`config.mk`:
```
export PLATFORM = sky130hd
export DESIGN_NAME = sort_engine
export DESIGN_NICKNAME = d
export VERILOG_FILES = /design/src/rtl/sort_engine.sv
export SDC_FILE = /design/constraint.sdc
export NUM_CORES = 1
export LEC_CHECK = 0
export ABC_AREA = 1
export BUFFER_PORTS_ARGS = -buffer_cell sky130_fd_sc_hd__buf_4
export CORE_MARGIN = 2
export CORE_UTILIZATION = 50
export CTS_CLUSTER_DIAMETER = 60
export DETAILED_ROUTE_END_ITERATION = 16
export GPL_TIMING_DRIVEN = 0
export PLACE_DENSITY_LB_ADDON = 0.05
export SETUP_SLACK_MARGIN = 0.3
export SLEW_MARGIN = 20
export SYNTH_ARGS = -nofsm -noshare
export SYNTH_HDL_FRONTEND = slang
export SYNTH_SLANG_ARGS = --single-unit
```
`constraint.sdc`:
```
create_clock -name CLK100MHZ -period 2.7 [get_ports CLK100MHZ]
set_input_delay 0.54 -clock CLK100MHZ [delete_from_list [all_inputs] [get_ports CLK100MHZ]]
set_output_delay 0.54 -clock CLK100MHZ [all_outputs]
set_load 0.01 [all_outputs]
```
`src/rtl/sort_engine.sv`:
```
// Bubble-sort engine for the 256x16 distributed memory: owns the memory port while busy,
// sorts in place ascending or descending, pulses FIN when done and counts busy cycles.
module sort_engine #(
  parameter int DEPTH = 256,
  parameter int DW    = 16
) (
  input  logic          CLK100MHZ,
  input  logic          rstn,
  input  logic          run,
  input  logic          desc,
  output logic [7:0]    mem_a,
  output logic [DW-1:0] mem_d,
  output logic          mem_we,
  input  logic [DW-1:0] mem_spo,
  output logic          busy,
  output logic          FIN,
  output logic [31:0]   cycles
);

  typedef enum logic [2:0] {
    S_IDLE,
    S_LOAD,
    S_CMP,
    S_WR,
    S_TAIL,
    S_DONE
  } state_e;

  localparam logic [7:0] LAST_INIT = 8'(DEPTH - 1);

  state_e        state_q, state_d;
  logic [DW-1:0] cur_q, cur_d;
  logic [DW-1:0] lo_q, lo_d;
  logic [7:0]    i_q, i_d;
  logic [7:0]    last_q, last_d;
  logic          swapped_q, swapped_d;
  logic          ord_q, ord_d;
  logic [31:0]   cycles_q, cycles_d;
  logic          out_of_order;

  // Strict compare: equal neighbours never swap, which keeps the sort stable.
  always_comb begin
    out_of_order = ord_q ? (cur_q < mem_spo) : (cur_q > mem_spo);
  end

  always_ff @(posedge CLK100MHZ or negedge rstn) begin
    if (!rstn) begin
      state_q   <= S_IDLE;
      cur_q     <= '0;
      lo_q      <= '0;
      i_q       <= '0;
      last_q    <= '0;
      swapped_q <= 1'b0;
      ord_q     <= 1'b0;
      cycles_q  <= '0;
    end else begin
      state_q   <= state_d;
      cur_q     <= cur_d;
      lo_q      <= lo_d;
      i_q       <= i_d;
      last_q    <= last_d;
      swapped_q <= swapped_d;
      ord_q     <= ord_d;
      cycles_q  <= cycles_d;
    end
  end

  always_comb begin
    state_d   = state_q;
    cur_d     = cur_q;
    lo_d      = lo_q;
    i_d       = i_q;
    last_d    = last_q;
    swapped_d = swapped_q;
    ord_d     = ord_q;
    cycles_d  = (state_q != S_IDLE) ? cycles_q + 32'd1 : cycles_q;
    mem_a     = '0;
    mem_d     = '0;
    mem_we    = 1'b0;

    case (state_q)
      S_IDLE: begin
        if (run) begin
          ord_d     = desc;
          last_d    = LAST_INIT;
          swapped_d = 1'b0;
          cycles_d  = '0;
          if (DEPTH == 1) state_d = S_DONE;
          else            state_d = S_LOAD;
        end
      end
      S_LOAD: begin
        mem_a   = '0;
        cur_d   = mem_spo;
        i_d     = 8'd1;
        state_d = S_CMP;
      end
      S_CMP: begin
        mem_a = i_q;
        if (out_of_order) begin
          lo_d      = mem_spo;
          swapped_d = 1'b1;
        end else begin
          lo_d  = cur_q;
          cur_d = mem_spo;
        end
        state_d = S_WR;
      end
      S_WR: begin
        mem_a  = i_q - 8'd1;
        mem_d  = lo_q;
        mem_we = 1'b1;
        if (i_q == last_q) begin
          state_d = S_TAIL;
        end else begin
          i_d     = i_q + 8'd1;
          state_d = S_CMP;
        end
      end
      S_TAIL: begin
        mem_a  = last_q;
        mem_d  = cur_q;
        mem_we = 1'b1;
        if (!swapped_q || last_q == 8'd1) begin
          state_d = S_DONE;
        end else begin
          last_d    = last_q - 8'd1;
          swapped_d = 1'b0;
          state_d   = S_LOAD;
        end
      end
      S_DONE: begin
        state_d = S_IDLE;
      end
      default: begin
        state_d = S_IDLE;
      end
    endcase
  end

  assign busy   = (state_q != S_IDLE);
  assign FIN    = (state_q == S_DONE);
  assign cycles = cycles_q;

endmodule
```
==> results.py, run 1 <==
metrics = {
    "logic_synthesis": {
        "muxShareOfSynthArea": 0.00197,
        "yosysSeqAreaShare": 0.373,
        "synth_top_family_by_area": "simple AND/OR/NAND/NOR gates",
        "yosys.area_share.simple": 0.376,
        "synthAdderAreaFrac": 0.0460,
        "ys_types": 40,
        "avgSynthCellArea_um2": 6.95,
        "syn_nets": 862,
        "synth_seq_cells": 85,
        "netlist_area_mm2": 0.00571,
        "synth-compound-area-share": 0.0826,
        "synthXorXnorAreaFrac": 0.0169,
        "ys_warn_count": 0,
        "syn_inst": 821,
    },
    "setup_path": {
        "r2r_setup_slack_ps": 520,
        "start_kind": "flop",
        "arrival_ps": 1820,
        "r2r_end": "lo_q[12]$_DFFE_PN0P_",
        "timing.rr.start": "cur_q[11]$_DFFE_PN0P_",
        "crit_path_end_kind": "output port",
        "path_class": "flop to output port",
        "crit_fanout": 10,
        "cp_data_required_time_ps": 2160,
        "crit_chain": "inv_2, nor3_4, inv_2, clkbuf_4, o211ai_1, buf_4",
        "r2r_cells": 13,
        "cp_slowest_stage_delay_ps": 410,
        "cp_slowest_cell": "dfrtp_1",
        "crit_top_cell": "inv_2",
    },
    "routing": {
        "drc": 0,
        "wl_um": 15800,
        "wire_per_inst_um": 14.9,
        "routed_via_density": 5.35,
        "via_count": 5686,
        "initialDrtViolationCount": 416,
        "ant_nets": 0,
        "dr.pass1.iters": 6,
    },
    "power": {
        "switchingPower_mw": 3.05,
        "pwr-share-seq": 0.298,
        "internal-power_mw": 3.69,
        "power_density_mw_per_mm2": 975,
        "swShare": 0.453,
        "pwr-share-comb": 0.532,
        "peakVddDrop_mv": 0.556,
        "p_leak_nw": 3.62,
        "power.total_mw": 6.74,
        "p_clk_frac": 0.170,
    },
    "clocking": {
        "clockRootBuffer": "clkbuf_16",
        "clkLatencyLatePin_ps": 340,
        "cts_buffers": 9,
        "holdBufCountCts": 0,
        "cts.sinks": 85,
        "h-tree-depth": 3,
        "clk_pin_slew_ps": 60,
        "clockBufferDepth": 2,
        "cts_tree": "yes",
    },
    "sta": {
        "drv_slew": 0,
        "period_needed_ps": 2360,
        "finalCritPeriodShare": 0.874,
        "whs_ps": 241,
        "finalHoldViolations": 0,
        "setup_viol": 0,
        "tns_ps": 0,
        "max_freq_mhz": 424,
        "worstMarginPinSlew_ps": 811,
        "slew_headroom": 0.459,
        "rsz0062_at_grt": "yes",
        "fin_skew_ps": 5.85,
    },
    "final_layout": {
        "final_common_cell": "nand2_1",
        "final_cell_mix": "nand2_1 (248), inv_1 (111), nand3_1 (88), buf_4 (88), dfrtp_1 (83)",
        "num-nets-final": 958,
        "drive_gt1_frac": 0.192,
        "final_area_mm2": 0.00691,
        "nFillCells": 1063,
        "antenna_cells": 0,
        "syn_to_final_growth_pct": 21.0,
    },
    "global_routing": {
        "use_met2": 0.427,
        "grt_pass1_vias": 5453,
        "grt-ovfl-total": 0,
        "use_met3": 0.0355,
        "grt_max_degree": 86,
        "grt_pass1_wl_um": 26300,
        "use_met1": 0.360,
        "grt_usage": 0.262,
        "antenna_found_initial": 0,
        "grt.busiest_layer": "met2",
    },
    "die": {
        "rows": 39,
        "die-area_mm2": 0.0123,
        "coreArea_mm2": 0.0113,
        "start_util": 0.506,
        "die_h_um": 111,
        "boundaryPins": 79,
        "fp.dieW_um": 111,
    },
    "place": {
        "dpl.hpwl_um": 11400,
        "place.gp.congestion": 0.885,
        "dpl-instance-area_mm2": 0.00648,
        "io_buffers": 78,
    },
    "flow_run": {
        "drv_cap": 0,
    },
    "outcome": {
        "outcome": "finished, final reports clean",
    },
    "min_path": {
        "hold_class": "primary input to async pin",
    },
}
## logic make-up (layout without fill, tap and decap cells)
family / Yosys count / after routing
AO/OA/AOI/OAI: 86 / 86
adder cells (fa/ha/maj): 21 / 21
multiplexers: 1 / 1
AND/OR/NAND/NOR: 470 / 470
XOR/XNOR: 11 / 11
flip-flops: 85 / 85
buffers and inverters: 147 / 246
## flip-flops by register name (all words and copies together) (netlist names)
name / flops
cur_q: 16
cycles: 32
i_q: 8
last_q: 8
lo_q: 16
ord_q: 1
state_q: 3
swapped_q: 1
## worst max path at each step
stage	start	end	cells past startpoint	slack [ps]
detailed placement	state_q[0]$_DFFE_PN0P_	mem_d[15]	8	120
global route	i_q[2]$_DFFE_PN0P_	mem_a[7]	8	240
finish	state_q[1]$_DFFE_PN0P_	mem_a[0]	6	340
floorplan	mem_spo[15]	cur_q[10]$_DFFE_PN0P_	13	640
CTS	state_q[0]$_DFFE_PN0P_	busy	6	300
global placement	state_q[0]$_DFFE_PN0P_	mem_d[15]	8	160
## metrics by stage
stage	utilization	std cells	setup slack (ps)
finish	0.613	1063	340
global route	0.613	1063	241
CTS	0.604	1058	298
detailed placement	0.575	1042	118
global placement	0.574	1042	155
floorplan	-	821	638
## power by group through the flow
stage / sequential [mW] / clock (mW) / combinational (mW)
after floorplan: 1.94 / 0 / 2.33
after global placement: 2.00 / 0 / 3.26
after detailed placement: 2.01 / 0 / 3.35
after CTS: 2.00 / 1.18 / 3.43
after global routing: 2.05 / 1.24 / 3.99
final: 2.01 / 1.14 / 3.58
## area by class of cell
| cell class | count | area (um^2) | share of cell area |
|---|---|---|---|
| Multi-Input combinational cell | 589 | 3050 | 0.442 |
| Sequential cell | 85 | 2130 | 0.308 |
| Timing Repair Buffer | 85 | 642 | 0.0930 |
| Inverter | 123 | 469 | 0.0679 |
| Clock buffer | 12 | 256 | 0.0371 |
| Tap cell | 143 | 179 | 0.0259 |
| Buffer | 24 | 168 | 0.0243 |
| Clock inverter | 2 | 10.0 | 0.00145 |
## Yosys cell counts (all sizes together)
cell | number | area [um^2]
buf | 14 | 91.3
a21oi | 18 | 93.8
nand2 | 267 | 1070
nand3 | 90 | 468
nor3 | 27 | 150
o221ai | 6 | 52.6
clkinv | 1 | 3.75
o22ai | 4 | 25.0
o21a | 1 | 7.51
mux2 | 1 | 11.3
xnor2 | 1 | 8.76
a22oi | 1 | 7.51
nor3b | 2 | 15.0
nor4 | 1 | 21.3
a31oi | 2 | 12.5
dfrtp | 85 | 2130
o21ai | 53 | 265
nand4 | 22 | 153
clkbuf | 10 | 37.5
ha | 21 | 263
nor2 | 54 | 228
xor2 | 10 | 87.6
or2 | 7 | 43.8
inv | 122 | 458
o211ai | 1 | 7.51
## repair_timing
action | 4_1_cts | 5_1_grt
endpoints found under the hold margin | 0 | 0
resized for setup | 25 | 27
setup buffers | 2 | 5
pin swaps | 2 | 5
endpoints found under the setup margin | 24 | 21
## layer usage
layer	routed length, um	share of wire
met2	7480	0.47
met5	0	0
met3	654	0.041
met1	7480	0.47
met4	226	0.014
## worst max-delay path: cells and delay by family, from the launching register on
kind,cells,cell delay (ps)
AO/OA/AOI/OAI,1,260
buffers and inverters,4,600
flip-flops,1,410
AND/OR/NAND/NOR,1,220
Note: power is estimated with default switching activity, not from simulation.
==> inputs of run 2 (changes only) <==
Settings changed: GPL_TIMING_DRIVEN 0 to unset.
Clock period 2.7 ns to 2.9 ns, I/O delays scaled along.
==> results.py, run 2 (synthesis gave the netlist of run 1 again) <==
metrics = {
    "outcome": {
        "outcome": "finished, final reports clean",
    },
    "sta": {
        "worstMarginPinSlew_ps": 624,
        "period_needed_ps": 2540,
        "setup_viol": 0,
        "slew_headroom": 0.584,
        "max_freq_mhz": 394,
        "finalCritPeriodShare": 0.876,
        "fin_skew_ps": 6.10,
        "drv_slew": 0,
        "tns_ps": 0,
        "rsz0062_at_grt": "yes",
        "finalHoldViolations": 0,
    },
    "clocking": {
        "clkLatencyLatePin_ps": 350,
        "cts.sinks": 85,
        "cts_buffers": 9,
        "clk_pin_slew_ps": 60,
        "cts_tree": "yes",
        "clockBufferDepth": 2,
        "h-tree-depth": 3,
        "clockRootBuffer": "clkbuf_16",
        "holdBufCountCts": 0,
    },
    "global_routing": {
        "use_met1": 0.354,
        "grt_max_degree": 46,
        "grt_pass1_wl_um": 26100,
        "use_met3": 0.0410,
        "antenna_found_initial": 0,
        "grt.busiest_layer": "met2",
        "grt-ovfl-total": 0,
        "use_met2": 0.411,
        "grt_pass1_vias": 5387,
        "grt_usage": 0.259,
    },
    "final_layout": {
        "largest_reg_flops": 32,
        "num-nets-final": 939,
        "nFillCells": 1070,
        "fin_cells": 1046,
        "antenna_cells": 0,
        "drive_gt1_frac": 0.175,
        "final_cell_mix": "nand2_1 (248), inv_1 (113), nand3_1 (88), buf_4 (88), dfrtp_1 (83)",
        "syn_to_final_growth_pct": 18.4,
        "final_common_cell": "nand2_1",
    },
    "setup_path": {
        "crit_fanout": 8,
        "start_kind": "flop",
        "r2r_cells": 11,
        "arrival_ps": 1960,
        "crit_path_end_kind": "output port",
        "path_class": "flop to output port",
        "cp_data_required_time_ps": 2320,
    },
    "routing": {
        "via_count": 5657,
        "drc": 0,
        "wl_um": 15600,
        "wire_per_inst_um": 14.9,
        "dr.pass1.iters": 5,
        "initialDrtViolationCount": 404,
        "routed_via_density": 5.41,
        "ant_nets": 0,
    },
    "die": {
        "coreArea_mm2": 0.0113,
        "rows": 39,
        "die-area_mm2": 0.0123,
        "fp.dieW_um": 111,
        "boundaryPins": 79,
        "start_util": 0.506,
        "die_h_um": 111,
    },
    "min_path": {
        "hold_class": "primary input to async pin",
    },
    "place": {
        "place.gp.congestion": 0.860,
        "dpl.hpwl_um": 11400,
        "io_buffers": 78,
        "dpl.cell_count": 1028,
    },
    "power": {
        "power_density_mw_per_mm2": 905,
        "peakVddDrop_mv": 0.472,
        "p_leak_nw": 3.53,
    },
    "flow_run": {
        "drv_cap": 0,
    },
}
[run 2: changes by cell type in the layout (fill, tap and decap cells not counted), moves of 2 or more]
cell / previous run / this run
buf_2: 8 / 0
buf_8: 2 / 0
clkbuf_1: 5 / 2
clkbuf_2: 2 / 0
clkinvlp_4: 0 / 2
inv_1: 111 / 113
inv_4: 3 / 0
o21ai_0: 33 / 35
o21ai_2: 3 / 0
[run 2: critical path: stages (launching register included)]
cell	delay (ps)
dfrtp_1	390
inv_1	110
nor3_2	350
clkinvlp_4	320
o211ai_1	280
buf_4	170
[run 2: routing by layer]
layer | vias to the layer above | part of all wire
met5 | - | 0
met4 | 0 | 0.019
met3 | 30 | 0.039
met2 | 137 | 0.48
met1 | 2699 | 0.47
li1 | 2791 | -
[run 2: timing repair]
item / in CTS / in global routing
setup buffers: 0 / 1
resized for setup: 3 / 15
setup endpoints to repair: 17 / 14
cloned: 0 / 1
[run 2: final timing paths]
path	startpoint	endpoint	slack, ps
hold reg to reg	lo_q[6]$_DFFE_PN0P_	lo_q[6]$_DFFE_PN0P_	480
hold / removal	rstn	cur_q[4]$_DFFE_PN0P_	240
max in group asynchronous	rstn	cycles[7]$_DFF_PN0_	1990
min in group CLK100MHZ	mem_spo[11]	cur_q[11]$_DFFE_PN0P_	430
setup / recovery	state_q[1]$_DFFE_PN0P_	mem_a[0]	360
setup reg to reg	cur_q[11]$_DFFE_PN0P_	cur_q[0]$_DFFE_PN0P_	560
[run 2: where the power goes]
group / total, mW / switching (mW) / internal, mW
sequential: 1.89 / 0.330 / 1.56
combinational: 3.06 / 1.99 / 1.07
clock: 1.17 / 0.482 / 0.689
total: 6.12 / 2.80 / 3.32
[run 2: final cells by class]
class,instances,area [um^2],share of cell area
clock buffer,12,246,0.0365
timing repair buffer,89,672,0.0994
sequential,85,2130,0.315
inverter,123,465,0.0689
clock inverter,4,47.5,0.00704
multi-input combinational,589,3010,0.446
tap,143,179,0.0265
timing repair inverter,1,5.00,0.000741
[run 2: through the flow]
step / hold WS (ps) / worst slack [ps] / cell area (um^2) / power [mW] / util
final: 241 / 359 / 6760 / 6.12 / 0.600
after global routing: 294 / 240 / 6760 / 6.62 / 0.600
after CTS: 255 / 295 / 6720 / 6.07 / 0.596
after detailed placement: 469 / 289 / 6420 / 4.87 / 0.569
after global placement: 463 / 379 / 6420 / 4.75 / 0.569
after floorplan: 284 / 798 / 5710 / 3.97 / -
==> inputs of run 3 (changes only) <==
Settings changed: CELL_PAD_IN_SITES_DETAIL_PLACEMENT set to 0, CELL_PAD_IN_SITES_GLOBAL_PLACEMENT set to 1, CORE_UTILIZATION 50 to 45.
==> results.py, run 3 (synthesis gave the netlist of run 1 again) <==
metrics = {
    "outcome": {
        "outcome": "finished, final reports clean",
    },
    "sta": {
        "rsz0062_at_grt": "yes",
        "finalHoldViolations": 0,
        "fin_skew_ps": 7.92,
        "worstMarginPinSlew_ps": 636,
        "period_needed_ps": 2560,
        "setup_viol": 0,
        "max_freq_mhz": 390,
        "drv_slew": 0,
        "tns_ps": 0,
        "finalCritPeriodShare": 0.884,
        "slew_headroom": 0.576,
    },
    "power": {
        "p_leak_nw": 3.60,
        "power_density_mw_per_mm2": 906,
        "peakVddDrop_mv": 0.486,
    },
    "global_routing": {
        "grt-ovfl-total": 0,
        "grt_usage": 0.243,
        "grt_max_degree": 40,
        "grt_pass1_vias": 5279,
        "grt_pass1_wl_um": 26000,
        "antenna_found_initial": 0,
    },
    "die": {
        "rows": 41,
        "boundaryPins": 79,
        "fp.dieW_um": 117,
        "coreArea_mm2": 0.0125,
        "die-area_mm2": 0.0136,
        "die_h_um": 117,
        "start_util": 0.456,
    },
    "routing": {
        "wire_per_inst_um": 14.7,
        "via_count": 5613,
        "routed_via_density": 5.17,
        "initialDrtViolationCount": 308,
        "drc": 0,
        "ant_nets": 0,
        "wl_um": 15900,
        "dr.pass1.iters": 5,
    },
    "setup_path": {
        "crit_path_end_kind": "output port",
        "path_class": "flop to output port",
        "cp_slowest_stage_delay_ps": 430,
        "arrival_ps": 1980,
        "crit_fanout": 11,
        "start_kind": "flop",
        "cp_data_required_time_ps": 2320,
        "crit_top_cell": "buf_4",
        "r2r_cells": 12,
        "crit_chain": "nor2_2, inv_1, nor2_4, clkinvlp_4, buf_4, o21ai_0, buf_4",
        "cp_slowest_cell": "dfrtp_1",
    },
    "clocking": {
        "clkLatencyLatePin_ps": 350,
        "clockBufferDepth": 2,
        "h-tree-depth": 3,
        "clk_pin_slew_ps": 70,
        "cts_buffers": 9,
        "cts_tree": "yes",
        "holdBufCountCts": 0,
        "clockRootBuffer": "clkbuf_16",
        "cts.sinks": 85,
    },
    "final_layout": {
        "final_common_cell": "nand2_1",
        "syn_to_final_growth_pct": 21.5,
        "num-nets-final": 950,
        "antenna_cells": 0,
        "fin_cells": 1086,
        "drive_gt1_frac": 0.187,
        "final_cell_mix": "nand2_1 (248), inv_1 (112), buf_4 (98)",
        "largest_reg_flops": 32,
    },
    "min_path": {
        "hold_class": "primary input to async pin",
    },
    "place": {
        "dpl.cell_count": 1058,
        "dpl.hpwl_um": 11600,
        "io_buffers": 78,
        "place.gp.congestion": 0.873,
    },
    "flow_run": {
        "drv_cap": 0,
    },
}
[run 3: cell count changes in the layout (fill, tap and decap cells not counted), moves of 2 or more]
cell,before,now
o21ai_0,35,40
clkbuf_1,2,0
o21ai_1,18,13
inv_6,0,2
clkinvlp_4,2,5
clkinv_2,2,0
buf_4,88,98
[run 3: path summary, 6_finish.rpt]
path / slack (ps) / end / startpoint
worst max-delay path: 340 / mem_d[7] / state_q[0]$_DFFE_PN0P_
worst max register to register: 550 / cur_q[2]$_DFFE_PN0P_ / cur_q[15]$_DFFE_PN0P_
min in group CLK100MHZ: 430 / cur_q[5]$_DFFE_PN0P_ / mem_spo[5]
worst min register to register: 480 / lo_q[13]$_DFFE_PN0P_ / lo_q[13]$_DFFE_PN0P_
worst min-delay path: 220 / lo_q[5]$_DFFE_PN0P_ / rstn
max in group asynchronous: 2000 / cycles[12]$_DFF_PN0_ / rstn
[run 3: per-layer routing]
| layer | global-route usage | up-vias | wire [um] |
|---|---|---|---|
| li1 | - | 2813 | - |
| met1 | 0.330 | 2637 | 7440 |
| met2 | 0.402 | 139 | 7550 |
| met3 | 0.0343 | 24 | 623 |
| met4 | 0.0792 | 0 | 323 |
| met5 | 0 | - | 0 |
[run 3: per-stage QoR]
stage	utilization	cell area (um^2)	total power [mW]	hold slack (ps)	worst slack, ps
after CTS	0.548	6860	6.18	240	315
after detailed placement	0.517	6470	4.86	469	298
after global routing	0.554	6940	6.80	260	277
after global placement	0.517	6470	4.79	467	387
final	0.554	6940	6.28	217	336
after floorplan	-	5710	3.97	284	798
[run 3: final cells by class]
class / instances / area, um^2
fillers: 1262 / 5580
multi-input cells: 589 / 3020
flip-flops and latches: 85 / 2130
repair buffers: 99 / 756
inverters: 123 / 473
clock buffers: 10 / 239
well taps: 172 / 215
clock inverters: 6 / 93.8
repair inverters: 2 / 12.5
[run 3: report_power, final]
part	switching, mW	internal [mW]
Clock	0.506	0.786
Sequential	0.325	1.56
Combinational	1.99	1.11
[run 3: what timing repair did]
action / 4_1_cts / 5_1_grt
resized for setup: 4 / 10
endpoints found under the setup margin: 18 / 20
buffers inserted: 4 / 6
cloned: 1 / 1
[run 3: worst max-delay path: cells and delay by family, from the launching register on]
family / cells / cell delay, ps
flops: 1 / 430
simple gates: 2 / 350
buf+inv: 4 / 570
compound gates: 1 / 270
